**src/rtl/tdoa_correlator.sv**
```systemverilog
`timescale 1ns/1ps
`default_nettype none
// ============================================================================
// Module      : tdoa_correlator
// Description : Time-multiplexed cross-correlator. Accumulates ref*tap[k] for
//               every lag over a window of WIN accepted samples using one
//               shared saturating MAC, then scans for the largest
//               accumulator and reports its lag and value.
// Revision    : 1.0 - initial release
// ============================================================================
module tdoa_correlator #(
  parameter int N     = 20,
  parameter int L     = 10,
  parameter int WIN   = 256,
  parameter int ACC_W = 32,
  parameter int LAG_W = $clog2(N)
) (
  input  logic                 clk_clk,
  input  logic                 reset_n,
  input  logic                 sample_valid,
  input  logic [L-1:0]         ref_sample,
  input  logic [N*(L+1)-1:0]   tap_bus,
  output logic                 busy,
  output logic                 result_valid,
  output logic [LAG_W-1:0]     best_lag,
  output logic [ACC_W-1:0]     best_peak,
  output logic                 overrun
);

  localparam int CNT_W = $clog2(WIN + 1);

  typedef enum logic [1:0] {
    S_IDLE   = 2'd0,
    S_MAC    = 2'd1,
    S_SCAN   = 2'd2,
    S_REPORT = 2'd3
  } state_t;

  state_t             r_state;
  state_t             w_next;

  logic [L-1:0]       r_ref;
  logic [L:0]         r_tap [N];
  logic [ACC_W-1:0]   r_acc [N];
  logic [LAG_W-1:0]   r_lag;
  logic [CNT_W-1:0]   r_cnt;
  logic [ACC_W-1:0]   r_max;
  logic [LAG_W-1:0]   r_max_lag;
  logic               r_result_valid;
  logic [LAG_W-1:0]   r_best_lag;
  logic [ACC_W-1:0]   r_best_peak;
  logic               r_overrun;

  logic               w_last_lag;
  logic               w_win_done;
  logic [L:0]         w_tap;
  logic [ACC_W-1:0]   w_acc_cur;
  logic [2*L:0]       w_prod;
  logic [ACC_W:0]     w_sum;
  logic [ACC_W-1:0]   w_acc_sat;

  // Shared MAC datapath: product of held reference and the tap of the current
  // lag, added to that lag's accumulator with clamping at all-ones.
  always_comb begin
    w_last_lag = (r_lag == LAG_W'(N - 1));
    w_win_done = (r_cnt == CNT_W'(WIN - 1));
    w_tap      = r_tap[r_lag];
    w_acc_cur  = r_acc[r_lag];
    w_prod     = {{(L+1){1'b0}}, r_ref} * {{L{1'b0}}, w_tap};
    w_sum      = {1'b0, w_acc_cur} + {{(ACC_W-2*L){1'b0}}, w_prod};
    w_acc_sat  = w_sum[ACC_W] ? {ACC_W{1'b1}} : w_sum[ACC_W-1:0];
  end

  // State register.
  always_ff @(posedge clk_clk) begin
    if (!reset_n) r_state <= S_IDLE;
    else          r_state <= w_next;
  end

  // Next-state logic: one MAC pass per sample, scan and report after WIN.
  always_comb begin
    w_next = r_state;
    case (r_state)
      S_IDLE:   if (sample_valid) w_next = S_MAC;
      S_MAC:    if (w_last_lag) w_next = w_win_done ? S_SCAN : S_IDLE;
      S_SCAN:   if (w_last_lag) w_next = S_REPORT;
      S_REPORT: w_next = S_IDLE;
      default:  w_next = S_IDLE;
    endcase
  end

  // Datapath: sample capture, accumulation, max scan, result and overrun.
  always_ff @(posedge clk_clk) begin
    if (!reset_n) begin
      r_ref          <= '0;
      r_lag          <= '0;
      r_cnt          <= '0;
      r_max          <= '0;
      r_max_lag      <= '0;
      r_result_valid <= 1'b0;
      r_best_lag     <= '0;
      r_best_peak    <= '0;
      r_overrun      <= 1'b0;
      for (int k = 0; k < N; k++) begin
        r_tap[k] <= '0;
        r_acc[k] <= '0;
      end
    end else begin
      r_result_valid <= 1'b0;
      if (sample_valid && (r_state != S_IDLE)) r_overrun <= 1'b1;
      case (r_state)
        S_IDLE: begin
          r_lag <= '0;
          if (sample_valid) begin
            r_ref <= ref_sample;
            for (int k = 0; k < N; k++) r_tap[k] <= tap_bus[k*(L+1) +: (L+1)];
          end
        end
        S_MAC: begin
          r_acc[r_lag] <= w_acc_sat;
          if (w_last_lag) begin
            r_lag <= '0;
            r_cnt <= r_cnt + CNT_W'(1);
          end else begin
            r_lag <= r_lag + LAG_W'(1);
          end
        end
        S_SCAN: begin
          // Strictly-greater update keeps the lowest lag on ties.
          if ((r_lag == '0) || (w_acc_cur > r_max)) begin
            r_max     <= w_acc_cur;
            r_max_lag <= r_lag;
          end
          r_lag <= w_last_lag ? '0 : r_lag + LAG_W'(1);
        end
        S_REPORT: begin
          r_best_lag     <= r_max_lag;
          r_best_peak    <= r_max;
          r_result_valid <= 1'b1;
          r_cnt          <= '0;
          for (int k = 0; k < N; k++) r_acc[k] <= '0;
        end
        default: r_lag <= '0;
      endcase
    end
  end

  assign busy         = (r_state != S_IDLE);
  assign result_valid = r_result_valid;
  assign best_lag     = r_best_lag;
  assign best_peak    = r_best_peak;
  assign overrun      = r_overrun;

endmodule
`default_nettype wire
```
**config.mk**
```make
export PLATFORM = sky130hd
export DESIGN_NAME = tdoa_correlator
export DESIGN_NICKNAME = d
export VERILOG_FILES = /design/src/rtl/tdoa_correlator.sv
export SDC_FILE = /design/constraint.sdc
export NUM_CORES = 2
export LEC_CHECK = 0
export CAP_MARGIN = 0
export CORE_AREA = 3 3 398 400
export CTS_BUF_LIST = sky130_fd_sc_hd__clkbuf_4 sky130_fd_sc_hd__clkbuf_8
export DETAILED_ROUTE_END_ITERATION = 10
export DIE_AREA = 0 0 401 403
export GPL_ROUTABILITY_DRIVEN = 0
export HOLD_SLACK_MARGIN = 0.08
export SYNTH_ARGS = -nofsm -noshare
export SYNTH_HDL_FRONTEND = slang
export SYNTH_SLANG_ARGS = --single-unit
```
**constraint.sdc**
```tcl
create_clock -name clk_clk -period 11 [get_ports clk_clk]
set_input_delay 1.65 -clock clk_clk [delete_from_list [all_inputs] [get_ports clk_clk]]
set_output_delay 1.65 -clock clk_clk [all_outputs]
set_load 0.02 [all_outputs]
```
Word-level counts from Yosys, hierarchy flattened
Memories as Yosys holds them, arrays and structs flattened. A register that Yosys moved wholly into a read port is not among the register bits.
Cells that the tools add are included.

word-level totals
  register bits after elaboration = 102
  word-level logic and storage cells = 146
  memories kept = 2
  RAM bits = 860
  input port bits = 233

operators by class
  add/sub/neg operators = 3
  reductions and logical operators = 13
  bitwise operators = 40
  eq/ne operators = 8
  order comparisons = 1
  muxes and demuxes = 68
  multiply operators = 1

memory list
  name   depth  bits a word  rd ports  clocked after Yosys merged registers in  wr ports  RTL line  text
  r_acc  20     32           1         1                                        20        44        logic [ACC_W-1:0] r_acc [N];
  r_tap  20     11           1         1                                        20        43        logic [L:0] r_tap [N];

operators with widths
  operator             count
  $mux 32              22
  $mux 11              20
  $or 1x1->1           40
  $add 32x21->33       1
  $gt 32x32->1         1
  $reduce_or 32->1     1
  $mux 5               6
  $mul 10x11->21       1
  $pmux 9 s2           1
  $mux 1               12
  $pmux 5 s2           1
  $add 9x1->9 const B  1
  $eq 9x8->1 const B   1
  $mux 9               1
  $mux 2               4
  $pmux 2 s4           1
  $ne 2x2->1 const B   3
  $reduce_and 2->1     3
  $reduce_bool 2->1    3
  $add 5x1->5 const B  1
  $eq 5x5->1 const B   1
  $logic_not 5->1      1
  $eq 2x2->1 const B   2
  $reduce_and 3->1     1
  other kinds (5)      5

Logic depth before layout (Yosys ltp)
  depth after elaboration = 6
  gate-level depth with buffers = 33
  depth with buffers taken out = 23

Least setup slack after synthesis
OpenSTA, ideal clock, no wires.

  path kind = register to register
  from = register (tool-made name)
  to = memory r_acc[20][27] (data pin)
  stages on the path, launching flop included = 30
  arrival time = 8217 ps
  path slack = 2472 ps
  cell sequence = dfxtp_1 -> buf_4 -> buf_6 -> buf_2 -> buf_2 -> buf_1 -> mux4_2 -> mux4_2 -> mux2_2 -> and2_1 -> fa_1 -> inv_1 -> fa_1 -> inv_1 -> fa_1 -> fa_1 -> inv_1 -> fa_1 -> inv_1 -> ha_1 -> clkbuf_1 -> a21o_1 -> a211o_1 -> a221oi_1 -> o31ai_1 -> a221oi_1 -> nor3_1 -> xnor2_1 -> clkbuf_1 -> nand2_1

RTL lines
  element    RTL line
  to (decl)  44

==> results.yml <==
logic_synthesis:
  synth_compound_area_share_pct: 2.25
  ys_async_sr_fraction_pct: 0
  avgSynthCellArea_um2: 14.9
  synth-simple-area-share_pct: 10.1
  synth_xor_area_share_pct: 0.311
  ys_seq_elements: 1351
  synth_flop_cell: "edfxtp_1"
  yosys_warnings: 0
  synth_top_family_by_area: "multiplexers"
  syn_nets: 4590
  synth_edf_count: 1244
  muxShareOfSynthArea_pct: 15.0
  synth_seq_area_share_pct: 63.7
  synthCells: 4163
  yosys.cell_types.count: 67
  synth_area_mm2: 0.0620
  synthAdderAreaFrac_pct: 5.02
final_layout:
  multi_input_area_mm2: 0.0205
  n_fill_cell: 13600
  drive_above_1_share_pct: 19.4
  area_growth_pct: 14.8
  layout.cells.non_filler: 6695
  fin_util_pct: 45.7
  area.sequential_mm2: 0.0395
  final_nets: 4879
global_route:
  grtUsageTotal_pct: 22.9
  antenna_found_initial: 11
  grt_max_degree: 144
  grt_pass1_vias: 37400
  gr-usage-met1_pct: 30.3
  grt_util_met3_pct: 5.30
  grt_pass1_wl_um: 267000
  grt_use_met2_pct: 37.2
  busiest_layer: "met2"
  grt_remaining_overflow: 0
clocking:
  cts_resized: 0
  cts_tree: "built"
  clk_path_buf_depth: 3
  root_buffer: "clkbuf_8"
  cts_buffers: 212
  htreeDepth: 4
  cts.sinks: 1351
  clkTransAtPathRegs_ns: 0.06
  cts_hold_buf: 0
  post_cts_buffers: 0
  insertion_delay_ns: 0.94
setup_path:
  startpoint_type: "flop"
  arrival_ns: 10.13
  endpoint_kind: "flop"
  crit_fanout: 24
  critPathRequiredTime_ns: 11.57
  slowest_delay_ns: 0.88
  cp_common_cell: "fa_1"
  critPathKind: "reg2reg"
  slowest_stage: "nor2_2"
  cp_cell_sequence: "buf_4, mux4_2, mux4_2, mux2_2, and2_1, fa_1, fa_1, fa_1, fa_1, inv_1, fa_1, inv_1, ha_1, a211o_1, a211o_1, o21ai_0, nand2_1, a221o_1, and4_1, buf_4, nor2_2, inv_2"
die:
  core_area_mm2: 0.156
  die_w_um: 401
  die_y_um: 403
  initial_core_util_pct: 39.8
  die-area_mm2: 0.162
  io_pins: 273
  rows: 145
timing:
  slew_headroom_pct: 16.9
  slew_viol_final: 0
  fin_crit_ns: 9.56
  fmax_ghz: 0.105
  rsz0062_at_grt: "no"
  fin_ws_ns: 1.44
  tightest_slew_ns: 1.23
  setup_tns_ns: 0
  hold_violations: 0
  fin_skew_ns: 0.0586
  fin_crit_sh_pct: 86.9
  setup_violations: 0
detailed_routing:
  vias: 37200
  wl_per_cell_um: 27.8
  drc: 0
  wl_um: 186000
  drt-initial-drc-count: 4380
  viasPerCell: 5.56
  ant_nets: 0
  dr.pass1.iters: 5
min_path:
  hp-class: "reg2reg"
placement:
  port_buffers: 272
  place_inst: 6296
  dp_slack_ns: 1.51
  hpwl_um: 112000
power:
  leakage_nw: 25.2
  irDropWorstVdd_v: 0.000101
  power_density_mw_per_mm2: 176
status:
  status: "completed"
run:
  max_cap_violations: 0
==> synthesized netlist by cell type, types with 5 or more instances <==
master    instances  share of area, %
o21a_1            8             0.097
inv_2            24              0.15
mux2i_1         123               2.0
inv_1           205               1.2
mux4_2          354                13
edfxtp_1       1244                60
nor2_2           11              0.11
o211ai_1          6             0.073
nor2_1          655               4.0
nand2b_1         17              0.17
a211oi_1          5             0.061
buf_2            70              0.56
mux2_2           11              0.20
and3_1           13              0.13
ha_1            103               2.1
a21o_1           15              0.18
clkbuf_1        183               1.1
dfxtp_1         107               3.5
xor2_1           12              0.17
and2_1          257               2.6
nor2b_1          68              0.69
nand2_1         282               1.7
a31oi_1           5             0.050
nor3_1           14              0.11
buf_4            30              0.36
a22oi_1          21              0.25
a221oi_1          6             0.085
a211o_1           7             0.099
a21oi_1          56              0.45
o21ai_0          28              0.23
nand4_1          17              0.17
buf_6             5             0.091
buf_1            12             0.073
xnor2_1          10              0.14
fa_1             91               2.9
a22o_1           14              0.20
nand3_1          21              0.17
==> routing by layer <==
metal / part of all wire (%) / vias up
met1: 39 / 19300
li1: - / 15800
met4: 3.5 / 2
met5: 0.0070 / -
met3: 9.1 / 340
met2: 48 / 1772
==> kinds of logic after synthesis <==
family          after synthesis
compound gates              202
xor+xnor                     22
fa+ha+maj                   194
buf+inv                     530
flops                      1351
mux                         488
simple gates               1376
==> per-stage QoR <==
step	cell area, um^2	hold slack, ns	power (mW)
after floorplan	62000	0.434	7.68
after global placement	67000	0.446	8.38
after detailed placement	67000	0.448	8.42
after CTS	71200	0.461	12.6
after global routing	71200	0.485	13.0
final	71200	0.456	12.5
==> power by group <==
group	switching [mW]	leakage (nW)	internal, mW
combinational	1.56	9.69	0.643
clock	2.00	2.21	2.21
sequential	0.0776	13.3	6.05
total	3.63	25.2	8.90
==> registers in the layout (all words and copies together) (netlist names), named ones only <==
register	count
r_acc	1024
r_tap	220
best_peak	32
r_max	32
r_ref	10
r_cnt	9
best_lag	5
r_lag	5
r_max_lag	5
overrun	1
r_state	1
result_valid	1
==> cells in the final DEF (no fill, tap or decap), types with 18 or more instances in the layout <==
| cell type | netlist | layout |
|---|---|---|
| a21oi_1 | 56 | 54 |
| a22oi_1 | 21 | 21 |
| and2_1 | 257 | 257 |
| buf_4 | 30 | 99 |
| clkbuf_4 | 0 | 87 |
| clkbuf_8 | 0 | 216 |
| clkdlybuf4s50_1 | 0 | 271 |
| clkinv_1 | 1 | 55 |
| dfxtp_1 | 107 | 102 |
| edfxtp_1 | 1244 | 1244 |
| fa_1 | 91 | 91 |
| ha_1 | 103 | 102 |
| inv_1 | 205 | 204 |
| inv_2 | 24 | 25 |
| mux2i_1 | 123 | 123 |
| mux4_2 | 354 | 354 |
| nand2_1 | 282 | 261 |
| nand2_2 | 0 | 18 |
| nand3_1 | 21 | 21 |
| nor2_1 | 655 | 640 |
| nor2b_1 | 68 | 67 |
| o21ai_0 | 28 | 28 |
==> area by class of cell <==
class                      instances  share of cell area [%]
clock buffer                     303                    5.09
clock inverter                    87                   0.749
sequential                      1351                    55.5
antenna                            9                  0.0316
inverter                         230                    1.22
tap                             2058                    3.62
timing repair buffer             375                    5.00
multi-input combinational       2282                    28.8
==> path summary, 6_finish.rpt <==
| kind | from | end | slack [ns] | cells after the start |
|---|---|---|---|---|
| setup / recovery | flop | r_acc[30][13]$_DFFE_PP_ | 1.44 | 22 |
| setup reg to reg | flop | r_acc[30][13]$_DFFE_PP_ | 1.44 | 22 |
| hold / removal | r_max_lag[2]$_SDFFE_PN0P_ | r_max_lag[2]$_SDFFE_PN0P_ | 0.46 | 2 |
| hold reg to reg | r_max_lag[2]$_SDFFE_PN0P_ | r_max_lag[2]$_SDFFE_PN0P_ | 0.46 | 2 |
==> worst max-delay path, delay by kind of cell, from the launching register on <==
| family | cells | cell delay, ns |
|---|---|---|
| muxes | 3 | 1.51 |
| and+or+nand+nor | 4 | 1.98 |
| buffers and inverters | 5 | 1.08 |
| adders and majority gates | 6 | 2.73 |
| DFF | 1 | 0.67 |
| AOI/OAI and AO/OA | 4 | 1.20 |
(Power assumes the default switching activity.)
